$ cat config.mk
export PLATFORM = sky130hd
export DESIGN_NAME = iob_fifo_sync
export DESIGN_NICKNAME = d
export VERILOG_FILES = /design/src/rtl/iob_ram_2p.sv /design/src/rtl/iob_fifo_sync.sv
export SDC_FILE = /design/constraint.sdc
export NUM_CORES = 1
export LEC_CHECK = 0
export CAP_MARGIN = 20
export CORE_AREA = 3 3 129 94
export DETAILED_ROUTE_END_ITERATION = 10
export DIE_AREA = 0 0 132 97
export MAX_ROUTING_LAYER = met4
export PLACE_DENSITY = 0.72
export SLEW_MARGIN = 20
export SYNTH_ARGS = -nofsm -noshare
export SYNTH_HDL_FRONTEND = slang
export SYNTH_SLANG_ARGS = --single-unit
$ cat constraint.sdc
create_clock -name clk -period 7.9 [get_ports clk]
set_input_delay 1.58 -clock clk [delete_from_list [all_inputs] [get_ports clk]]
set_output_delay 1.58 -clock clk [all_outputs]
set_load 0.005 [all_outputs]
$ cat src/rtl/iob_ram_2p.sv
// Simple dual-port RAM: one synchronous write port and one registered read port.
// Read data appears the cycle after r_en and holds while r_en is low.
module iob_ram_2p #(
  parameter int unsigned DATA_W = 8,
  parameter int unsigned ADDR_W = 4
) (
  input  logic              clk,
  input  logic              w_en,
  input  logic [ADDR_W-1:0] w_addr,
  input  logic [DATA_W-1:0] w_data,
  input  logic              r_en,
  input  logic [ADDR_W-1:0] r_addr,
  output logic [DATA_W-1:0] r_data
);

  localparam int unsigned DEPTH = 2 ** ADDR_W;

  logic [DATA_W-1:0] mem [DEPTH];

  // Storage and output register are intentionally unreset.
  always_ff @(posedge clk) begin
    if (w_en) mem[w_addr] <= w_data;
    if (r_en) r_data <= mem[r_addr];
  end

endmodule

$ cat src/rtl/iob_fifo_sync.sv
// Single-clock FIFO around iob_ram_2p: pointers, word counter and flag decode.
// Flags derive only from the level register, so no request-to-flag path exists.
module iob_fifo_sync #(
  parameter int unsigned DATA_W = 8,
  parameter int unsigned ADDR_W = 4
) (
  input  logic              clk,
  input  logic              arst_n,
  input  logic              w_en,
  input  logic [DATA_W-1:0] w_data,
  output logic              w_full,
  input  logic              r_en,
  output logic [DATA_W-1:0] r_data,
  output logic              r_empty,
  output logic [ADDR_W:0]   level
);

  localparam int unsigned DEPTH = 2 ** ADDR_W;
  localparam int unsigned LVL_W = ADDR_W + 1;

  logic [ADDR_W-1:0] w_ptr;
  logic [ADDR_W-1:0] r_ptr;
  logic              push;
  logic              pop;

  assign w_full  = (level == LVL_W'(DEPTH));
  assign r_empty = (level == '0);
  assign push    = w_en && !w_full;
  assign pop     = r_en && !r_empty;

  // Pointers wrap naturally at ADDR_W bits; level tracks occupancy.
  always_ff @(posedge clk or negedge arst_n) begin
    if (!arst_n) begin
      w_ptr <= '0;
      r_ptr <= '0;
      level <= '0;
    end else begin
      if (push) w_ptr <= w_ptr + ADDR_W'(1);
      if (pop)  r_ptr <= r_ptr + ADDR_W'(1);
      if (push && !pop)      level <= level + LVL_W'(1);
      else if (pop && !push) level <= level - LVL_W'(1);
    end
  end

  iob_ram_2p #(
    .DATA_W (DATA_W),
    .ADDR_W (ADDR_W)
  ) u_ram (
    .clk    (clk),
    .w_en   (push),
    .w_addr (w_ptr),
    .w_data (w_data),
    .r_en   (pop),
    .r_addr (r_ptr),
    .r_data (r_data)
  );

endmodule

=== Yosys cells after proc, flatten, opt, wreduce, memory -nomap -nowiden ===
Memory sizes are Yosys's and may differ from the RTL's. A register that Yosys moved wholly into a read port is not among the register bits.
Index checks and enable logic that the tools add are counted.

* Output and inout port bits: 15
* Flip-flop bits (word level): 13
* Memories: 1
* Logic and storage cells: 23
* RAM bits: 128

* Muxes and demuxes: 4
* Add/subtract/negate cells: 4
* Reductions and logical operators: 10
* Equal/unequal tests: 1

{| class="wikitable"
|+ Memories
! memory !! depth !! width !! read ports !! clocked after memory_dff !! wr ports !! line !! RTL
|-
| u_ram.mem || 16 || 8 || 1 || 1 || 1 || iob_ram_2p.sv:18 || <nowiki>logic [DATA_W-1:0] mem [DEPTH];</nowiki>
|}

{| class="wikitable"
|+ Operators with widths
! cell !! number
|-
| $mux W5 || 2
|-
| $add A4 B1 Y4 const B || 2
|-
| $add A5 B1 Y5 const B || 1
|-
| $eq A5 B5 Y1 const B || 1
|-
| $logic_not A5 Y1 || 1
|-
| $sub A5 B1 Y5 const B || 1
|-
| $logic_and A1 B1 Y1 || 4
|-
| $logic_not A1 Y1 || 4
|-
| $mux W1 || 2
|-
| $reduce_bool A2 Y1 || 1
|}

=== Logic depth before layout (Yosys ltp) ===
Gate-level depths: netlist (run 1).

* Word-level depth: 7
* Depth in mapped cells: 9
* Depth with buffers taken out: 9

=== By module ===
A second synthesis (run 1) with hierarchy kept.

* Cell total of the unflattened synthesis: 300
* Area, all modules: 6007.0 µm²

{| class="wikitable"
|+ By module, submodules not included
! module !! cells an instance !! area each (µm²) !! instances
|-
| iob_ram_2p || 229 || 5227.5 || 1
|-
| iob_fifo_sync || 71 || 779.5 || 1
|}

=== Least setup slack after synthesis (run 1) ===
No wires, ideal clock.

* Path kind: input to register
* Start point: in w_en
* End point: reg level[4]
* Slack: 4566 ps
* Data required time: 7820 ps
* Setup time: 80 ps
* Buffers on the path: 0
* Stages: 8
* Data arrival time: 3254 ps
* Cells stage by stage: a21boi_2 ha_1 inv_1 fa_1 a21o_1 a21oi_1 mux2i_1 xnor2_1

* Word-level cells in the longest chain between the ends: 4
* Elaborated cells on any way between the ends: 6
* Those cells by class: mux: 1; reduce/logical: 5

{| class="wikitable"
|+ RTL lines
! what !! line !! RTL
|-
| start, declared || iob_fifo_sync.sv:9 || <nowiki>input logic w_en,</nowiki>
|-
| $logic_and A1 B1 Y1 (*) || iob_fifo_sync.sv:28 || <nowiki>assign push = w_en && !w_full;</nowiki>
|-
| $logic_not A1 Y1 || iob_fifo_sync.sv:41 || <nowiki>else if (pop && !push) level <= level - LVL_W'(1);</nowiki>
|-
| $logic_and A1 B1 Y1 || iob_fifo_sync.sv:41 ||
|-
| $reduce_bool A2 Y1 (no line) || - ||
|-
| end signal, assigned || iob_fifo_sync.sv:40 || <nowiki>if (push && !pop) level <= level + LVL_W'(1);</nowiki>
|-
| end signal, assigned || iob_fifo_sync.sv:41 ||
|-
| end, declared || iob_fifo_sync.sv:15 || <nowiki>output logic [ADDR_W:0] level</nowiki>
|}

Every way passes the cells marked *; elsewhere a longest branch is shown, timed or not.
A chain may end at the register's enable or synchronous reset.

=== Worst setup path in the final report (run 1) ===
* Start point: reg level[0]
* End point: out r_empty

* Word-level cells in the longest chain between the ends: 1

{| class="wikitable"
|+ RTL lines
! what !! line !! RTL
|-
| $logic_not A5 Y1 || iob_fifo_sync.sv:27 || <nowiki>assign r_empty = (level == '0);</nowiki>
|-
| end, declared || iob_fifo_sync.sv:14 || <nowiki>output logic r_empty,</nowiki>
|}

Every way passes these cells.

==> flow_summary.ini, run 1 <==
[sta]
fin_skew_ns = 0.00572
fmax_mhz = 272
finalSetupViolations = 0
rsz0062_at_grt = false
slew_viol_final = 0
final-hold-violation-count = 0
fin_tns_setup_ns = 0
worst_slack_ns = 4.23
final.min_clock_period_ns = 3.67
max_slew.worst_pin.slew_ns = 1.02
period_share = 0.465
relSlewSlack = 0.317

[yosys]
yosysSeqAreaShare = 0.734
synth_area_leaders = edfxtp_1 (68%), mux4_2 (6.0%), mux2i_1 (5.5%)
avgSynthCellArea_um2 = 18.2
synth_cells = 330
synth_cell_types = 37
syn_area_um2 = 6010
synth_top_area_frac = 0.680
syn_nets = 352
synth_flop_cell = edfxtp_1
synth-edff-count = 136
yosysWarnings = 0
ys_ff_latch = 149
async_flop_share = 0.0872
synth_area_leader_cell = edfxtp_1

[routing]
drt-total-wl_mm = 11.8
vias_per_cell = 5.82
drc = 0
vias = 3059
routedWlPerCell_um = 22.4
ant_nets = 0
firstDrtPassIters = 5
drt_iter0_drc = 333

[grt]
grt_overflow_total = 0
gr-usage-all-layers = 0.200
grt_pass1_vias = 3034
grt_max_degree = 29
antenna_found_initial = 0
grt_pass1_wl_mm = 18.0

[floorplan]
ios = 27
core_area_um2 = 10900
start_util = 0.550
die_width_um = 132
die_area_um2 = 12800
num_rows = 32
die_h_um = 97

[cts]
path_clk_slew_ns = 0.06
clock-sinks = 149
cts_setup_buffers = 0
cts_resized = 0
clk_latency_ns = 0.41
cts-root-buf = clkbuf_16
cts_tree = done
h-tree-depth = 4
cts.path.max_buffers = 2
numCtsBuffers = 17
ctsHoldBuffers = 0

[placed_design]
pre_cts_slack_ns = 3.92
place_congestion = 0.800
io_buffer_count = 26
hpwl_mm = 7.56

[critical_path]
required_ns = 6.32
r2r_end = level[4]
crit_fanout = 6
r2r-start = level[0]
reg2reg_depth = 9
max_stage_delay_ns = 0.59
r2r_slack_ns = 5.05
path_cells = or4_4 -> nor2_1 -> clkdlybuf4s50_1
cp_data_arrival_time_ns = 2.09
setup.worst_path.class = reg2out
critPathSlowestCell = or4_4
start_kind = flip-flop
critPathTopFamily = simple AND/OR/NAND/NOR gates
end_kind = output port
path_buf_inv = 1

[finish]
syn2layout_area_growth_pct = 15.9
final_cell_mix = edfxtp_1 (136), mux2i_1 (33), clkdlybuf4s50_1 (26)
final_common_cell = edfxtp_1
drive_above_1_share = 0.158
n_fill_cell = 759
final_nets = 382
diodes = 0
postLayoutCoreUtil = 0.637

[power_and_ir_drop]
power.leakage_nw = 2.38
peakVddDrop_uv = 187
powerDensity_nw_per_um2 = 379

[hold_path]
whs_endpoint = level[2]
hold_path_class = reg2reg
hold_path_depth = 2
hold_start = level[2]

[run]
cap_viol_max_count = 0

[outcome]
status = finished clean
sequential cells by signal, indices dropped and copies added, names as in the netlist:
signal,count
level,5
r_ptr,4
u_ram.mem,128
w_ptr,4
u_ram.r_data,8
through the flow:
stage          hold slack [ns]  area (um^2)  cells  power [mW]
2_1_floorplan            0.539         6010    330        1.62
3_3_place_gp             0.580         6350    494        1.83
3_5_place_dp             0.596         6350    494        1.85
4_1_cts                  0.609         6950    526        2.65
5_1_grt                  0.636         6960    526        2.76
6_report                 0.602         6960    526        2.64
how the worst max path moves through the flow:
stage / from / to / cells past startpoint
2_1_floorplan: w_en / level[4] / 8
3_3_place_gp: w_en / level[4] / 9
3_5_place_dp: w_en / u_ram.mem[1][1] / 4
4_1_cts: level[0] / r_empty / 3
5_1_grt: level[0] / r_empty / 3
6_report: level[0] / r_empty / 3
Yosys cell counts, drive strengths merged (2+ instances only):
library cell    n
o21ai          12
mux4           16
a22oi           8
xnor2           9
nand2b          2
ha              9
a21oi           2
buf            13
dfrtp          13
a21o            2
and2            2
mux2i          33
nor3            4
nor2           15
a221oi         16
nand2          20
inv             5
clkbuf          3
edfxtp        136
final cells by class:
| cell class | instances | area, um^2 | area share |
|---|---|---|---|
| Clock buffer | 20 | 437 | 0.0627 |
| Clock inverter | 12 | 154 | 0.0221 |
| Inverter | 5 | 21.3 | 0.00306 |
| Multi-Input combinational cell | 159 | 1470 | 0.211 |
| Sequential cell | 149 | 4410 | 0.634 |
| Tap cell | 153 | 191 | 0.0275 |
| Timing Repair Buffer | 28 | 275 | 0.0395 |
logic make-up after synthesis:
kind of cell,share of synthesized area
flops,0.734
mux,0.117
simple gates,0.0365
compound gates,0.0525
buf+inv,0.0235
xor+xnor,0.0146
fa+ha+maj,0.0221
power breakdown:
group	internal, mW	switching [mW]	total, mW
Combinational	0.339	0.360	0.699
Sequential	1.00	0.140	1.14
Clock	0.496	0.303	0.800
worst min-delay path: stages, from the launching register on:
cell and delay, ns:
dfrtp_1 0.43, nand2_1 0.06, o21ai_0 0.07
routing by layer:
layer,vias up,GRT usage,share of wire
li1,1369,-,-
met1,1566,0.285,0.46
met2,102,0.279,0.45
met3,22,0.0530,0.070
met4,0,0.0726,0.018
met5,-,-,0
Power figures use the tool's default switching activity.
==> run 2: changes to the inputs <==
==> constraint.sdc (replaced) <==
create_clock -name clk -period 3.59 [get_ports clk]
set_input_delay 0.718 -clock clk [delete_from_list [all_inputs] [get_ports clk]]
set_output_delay 0.718 -clock clk [all_outputs]
set_load 0.005 [all_outputs]
==> run 2 against run 1 <==
  * Via count grew 2.2%
  * Wire length increased by 1.9%
  * First-iteration DRC count shrank 14%
  * Largest power group unchanged
  * Power grew 120%
  * Hold slack improved by 0.00056 ns
  * Combinational power increased by 140%
  * Critical path type unchanged
  * Core utilization is 1.3 points higher
  * Die area is the same
==> flow_summary.ini, run 2 (synthesized netlist as in run 1, its figures left out) <==
[cts]
h-tree-depth = 4
clock-sinks = 149
cts-root-buf = clkbuf_16
ctsHoldBuffers = 0
numCtsBuffers = 17
cts_setup_buffers = 0
clk_latency_ns = 0.41
cts.path.max_buffers = 2
path_clk_slew_ns = 0.06
cts_resized = 0
cts_tree = done

[finish]
top_register = u_ram.mem
syn2layout_area_growth_pct = 18.3
final_cell_mix = edfxtp_1 (136), mux2i_1 (33), clkdlybuf4s50_1 (26)
drive_above_1_share = 0.187
final_common_cell = edfxtp_1
largest_reg_flops = 128
final_nets = 399
largestRegisters = u_ram.mem: 128 flops, u_ram.r_data: 8 flops, level: 5 flops
diodes = 0

[routing]
firstDrtPassIters = 5
drt_iter0_drc = 288
drt-total-wl_mm = 12.0
vias = 3127
ant_nets = 0
vias_per_cell = 5.76
drc = 0
routedWlPerCell_um = 22.1

[sta]
max_slew.worst_pin.slew_ns = 0.738
rsz0062_at_grt = false
fin_skew_ns = 0.00766
fin_tns_setup_ns = 0
finalSetupViolations = 0
final-hold-violation-count = 0
final.min_clock_period_ns = 2.87
fmax_mhz = 348
relSlewSlack = 0.508
slew_viol_final = 0
period_share = 0.800

[grt]
gr-usage-all-layers = 0.203
grt_overflow_total = 0
grt_max_degree = 36
grt_pass1_vias = 3135
grt_pass1_wl_mm = 18.7
antenna_found_initial = 0

[critical_path]
end_kind = output port
r2r-start = level[0]
max_stage_delay_ns = 0.58
setup.worst_path.class = reg2out
r2r_end = level[4]
reg2reg_depth = 9
cp-startpoint = level[0]
path_cells = nor4_1 -> and2_1 -> clkdlybuf4s50_1
critPathSlowestCell = nor4_1
start_kind = flip-flop
cp_data_arrival_time_ns = 2.15
crit_fanout = 6
required_ns = 2.87
cp-endpoint = w_full
r2r_slack_ns = 0.75

[placed_design]
place_congestion = 0.838
hpwl_mm = 7.55
io_buffer_count = 26

[power_and_ir_drop]
powerDensity_nw_per_um2 = 832
power.leakage_nw = 2.48
finalPower_mw = 5.91
peakVddDrop_uv = 411

[floorplan]
die_area_um2 = 12800
die_h_um = 97
ios = 27
start_util = 0.550
die_width_um = 132
num_rows = 32
core_area_um2 = 10900

[outcome]
status = finished clean

[run]
cap_viol_max_count = 0

[hold_path]
hold_path_class = reg2reg
-- run 2: changes by cell type in the layout (fill, tap and decap cells not counted) --
cell / before / now
clkinv_4: 3 / 0
clkbuf_8: 0 / 1
clkbuf_1: 3 / 4
inv_6: 1 / 0
nor3_2: 3 / 0
clkinv_2: 2 / 4
clkinv_1: 1 / 0
nor3_1: 1 / 4
buf_4: 2 / 18
bufinv_16: 3 / 4
buf_12: 0 / 1
-- run 2: worst min-delay path by stage --
stage | endpoint | cells past startpoint | from | slack, ns
after floorplan | level[0] | 0 | arst_n | 0.42
after global placement | level[2] | 2 | level[2] | 0.57
after detailed placement | level[3] | 2 | level[3] | 0.58
after CTS | level[3] | 2 | level[3] | 0.60
after global routing | level[3] | 2 | level[3] | 0.64
final | level[3] | 2 | level[3] | 0.60
-- run 2: cell type report --
class,count,area (um^2)
Multi-Input combinational cell,159,1460
Sequential cell,149,4410
Clock inverter,10,155
Tap cell,153,191
Fill cell,739,3830
Clock buffer,22,454
Timing Repair Buffer,45,415
Inverter,5,21.3
-- run 2: routing by layer --
layer | global-route usage | wire length (um)
met4 | 0.0565 | 76
met3 | 0.0541 | 765
met2 | 0.283 | 5370
met1 | 0.299 | 5770
met5 | - | 0
-- run 2: power breakdown --
group	switching, mW	total, mW	internal, mW
logic	0.876	1.66	0.789
registers	0.236	2.44	2.20
clock network	0.631	1.81	1.18
total	1.74	5.91	4.17
-- run 2: metrics by stage --
| step | cells | cell area, um^2 | hold slack (ns) | util | worst slack [ns] |
|---|---|---|---|---|---|
| after detailed placement | 511 | 6490 | 0.578 | 0.594 | 0.468 |
| after CTS | 543 | 7100 | 0.597 | 0.650 | 0.683 |
| final | 543 | 7100 | 0.603 | 0.650 | 0.717 |
| after floorplan | 330 | 6010 | 0.422 | - | 0.942 |
| after global routing | 543 | 7100 | 0.641 | 0.650 | 0.524 |
| after global placement | 511 | 6490 | 0.568 | 0.594 | 0.535 |
-- run 2: worst max-delay path, delay by kind of cell, from the launching register on --
family	cells	cell delay (ns)
DFF	1	0.45
buffers and inverters	1	0.50
and+or+nand+nor	2	0.79
==> run 3: changes to the inputs <==
==> constraint.sdc (replaced) <==
create_clock -name clk -period 2.7 [get_ports clk]
set_input_delay 0.54 -clock clk [delete_from_list [all_inputs] [get_ports clk]]
set_output_delay 0.54 -clock clk [all_outputs]
set_load 0.005 [all_outputs]
==> run 3 against run 2 <==
  * Critical path depth rose by 1
  * Sequential power rose by 30%
  * Core utilization increased by 0.34 points
  * Flip-flop and latch count is the same
  * Global-route usage rose by 0.42 points
  * Via count grew 0.96%
  * Clock skew down 0.00064 ns
  * First-iteration DRC count grew 8.3%
  * Count of clock-buffer cells in the layout down 3
  * Largest cell class unchanged
  * Highest routed layer unchanged
==> flow_summary.ini, run 3 (synthesized netlist as in run 1, its figures left out) <==
[finish]
n_fill_cell = 748
finalInstanceArea_um2 = 7140
top_register = u_ram.mem
final_common_cell = edfxtp_1
syn2layout_area_growth_pct = 18.9
largest_reg_flops = 128
largestRegisters = u_ram.mem: 128 flops, u_ram.r_data: 8 flops, level: 5 flops
final_nets = 410
diodes = 0
multiInputGateArea_um2 = 1470
final_cell_mix = edfxtp_1 (136), mux2i_1 (33), buf_4 (30)
register_area_um2 = 4410
drive_above_1_share = 0.219

[sta]
relSlewSlack = 0.527
rsz0062_at_grt = false
final.min_clock_period_ns = 2.62
period_share = 0.971
max_slew.worst_pin.slew_ns = 0.708
slew_viol_final = 0
final-hold-violation-count = 0
fin_tns_setup_ns = 0
fmax_mhz = 382
fin_skew_ns = 0.00702
worst_slack_ns = 0.0791
finalSetupViolations = 0

[cts]
h-tree-depth = 4
cts-root-buf = clkbuf_16
cts_tree = done
ctsHoldBuffers = 0
cts.path.max_buffers = 2
path_clk_slew_ns = 0.06
numCtsBuffers = 17
clock-sinks = 149
cts_setup_buffers = 0
clk_latency_ns = 0.41

[critical_path]
crit_fanout = 5
critPathSlowestCell = clkdlybuf4s50_1
max_stage_delay_ns = 0.50
path_cells = buf_4 -> nor4_2 -> and2_1 -> clkdlybuf4s50_1
cp_data_arrival_time_ns = 2.08
path_buf_inv = 2
crit_cells = 4
required_ns = 2.16
reg2reg_depth = 9
start_kind = flip-flop
critPathTopFamily = buffers and inverters
end_kind = output port
setup.worst_path.class = reg2out

[grt]
grt_pass1_wl_mm = 18.8
grt_pass1_vias = 3189
antenna_found_initial = 0
gr-usage-all-layers = 0.208
grt_overflow_total = 0
grt_max_degree = 31

[outcome]
status = finished clean

[power_and_ir_drop]
peakVddDrop_uv = 532
powerDensity_nw_per_um2 = 1090
power.leakage_nw = 2.52

[routing]
ant_nets = 0
drt-total-wl_mm = 12.1
vias = 3157
routedWlPerCell_um = 21.9
firstDrtPassIters = 4
drc = 0
drt_iter0_drc = 312
vias_per_cell = 5.70

[placed_design]
place_congestion = 0.762
hpwl_mm = 7.63
placed_area_um2 = 6570
pre_cts_slack_ns = -0.00371
io_buffer_count = 26

[floorplan]
num_rows = 32
die_width_um = 132
die_area_um2 = 12800
core_area_um2 = 10900
start_util = 0.550
die_h_um = 97
ios = 27

[run]
cap_viol_max_count = 0

[hold_path]
hold_path_class = in2async
## run 3: changes by cell type in the layout (fill, tap and decap cells not counted), sizes merged
cell    change
clkbuf      -3
inv         +1
bufinv      -2
buf        +11
clkinv      +4
## run 3: cell type report
type | instances | share of cell area
Sequential cell | 149 | 0.618
Clock inverter | 13 | 0.0189
Timing Repair Buffer | 56 | 0.0680
Tap cell | 153 | 0.0268
Inverter | 5 | 0.00298
Clock buffer | 19 | 0.0606
Multi-Input combinational cell | 159 | 0.205
## run 3: report_power, final
group          switching, mW  internal [mW]  total (mW)
sequential             0.240           2.93        3.17
combinational           1.23           1.10        2.33
clock                  0.903           1.36        2.26
total                   2.37           5.38        7.76
## run 3: what timing repair did
item | in CTS | in global routing
resized for setup | 1 | 1
setup endpoints to repair | 1 | 1
hold endpoints to repair | 0 | 0
## run 3: final timing paths
check	from	endpoint	slack [ns]
hold reg to reg	level[2]	level[2]	0.59
setup reg to reg	level[3]	level[4]	0.12
max in group asynchronous	arst_n	r_ptr[0]	1.69
hold / removal	arst_n	w_ptr[0]	0.54
min in group clk	level[2]	level[2]	0.59
setup / recovery	level[0]	w_full	0.08
## run 3: routing by layer
metal	wire length, um	up-vias	track usage
li1	-	1418	-
met2	5690	101	0.294
met3	758	16	0.0535
met5	0	-	-
met1	5510	1622	0.296
met4	163	0	0.0718
## run 3: through the flow
stage	hold slack [ns]	power, mW	utilization	instances
4_1_cts	0.541	7.80	0.653	554
3_3_place_gp	0.553	5.45	0.601	522
3_5_place_dp	0.564	5.51	0.601	522
2_1_floorplan	0.244	4.74	-	330
6_report	0.539	7.76	0.653	554
5_1_grt	0.585	8.16	0.653	554
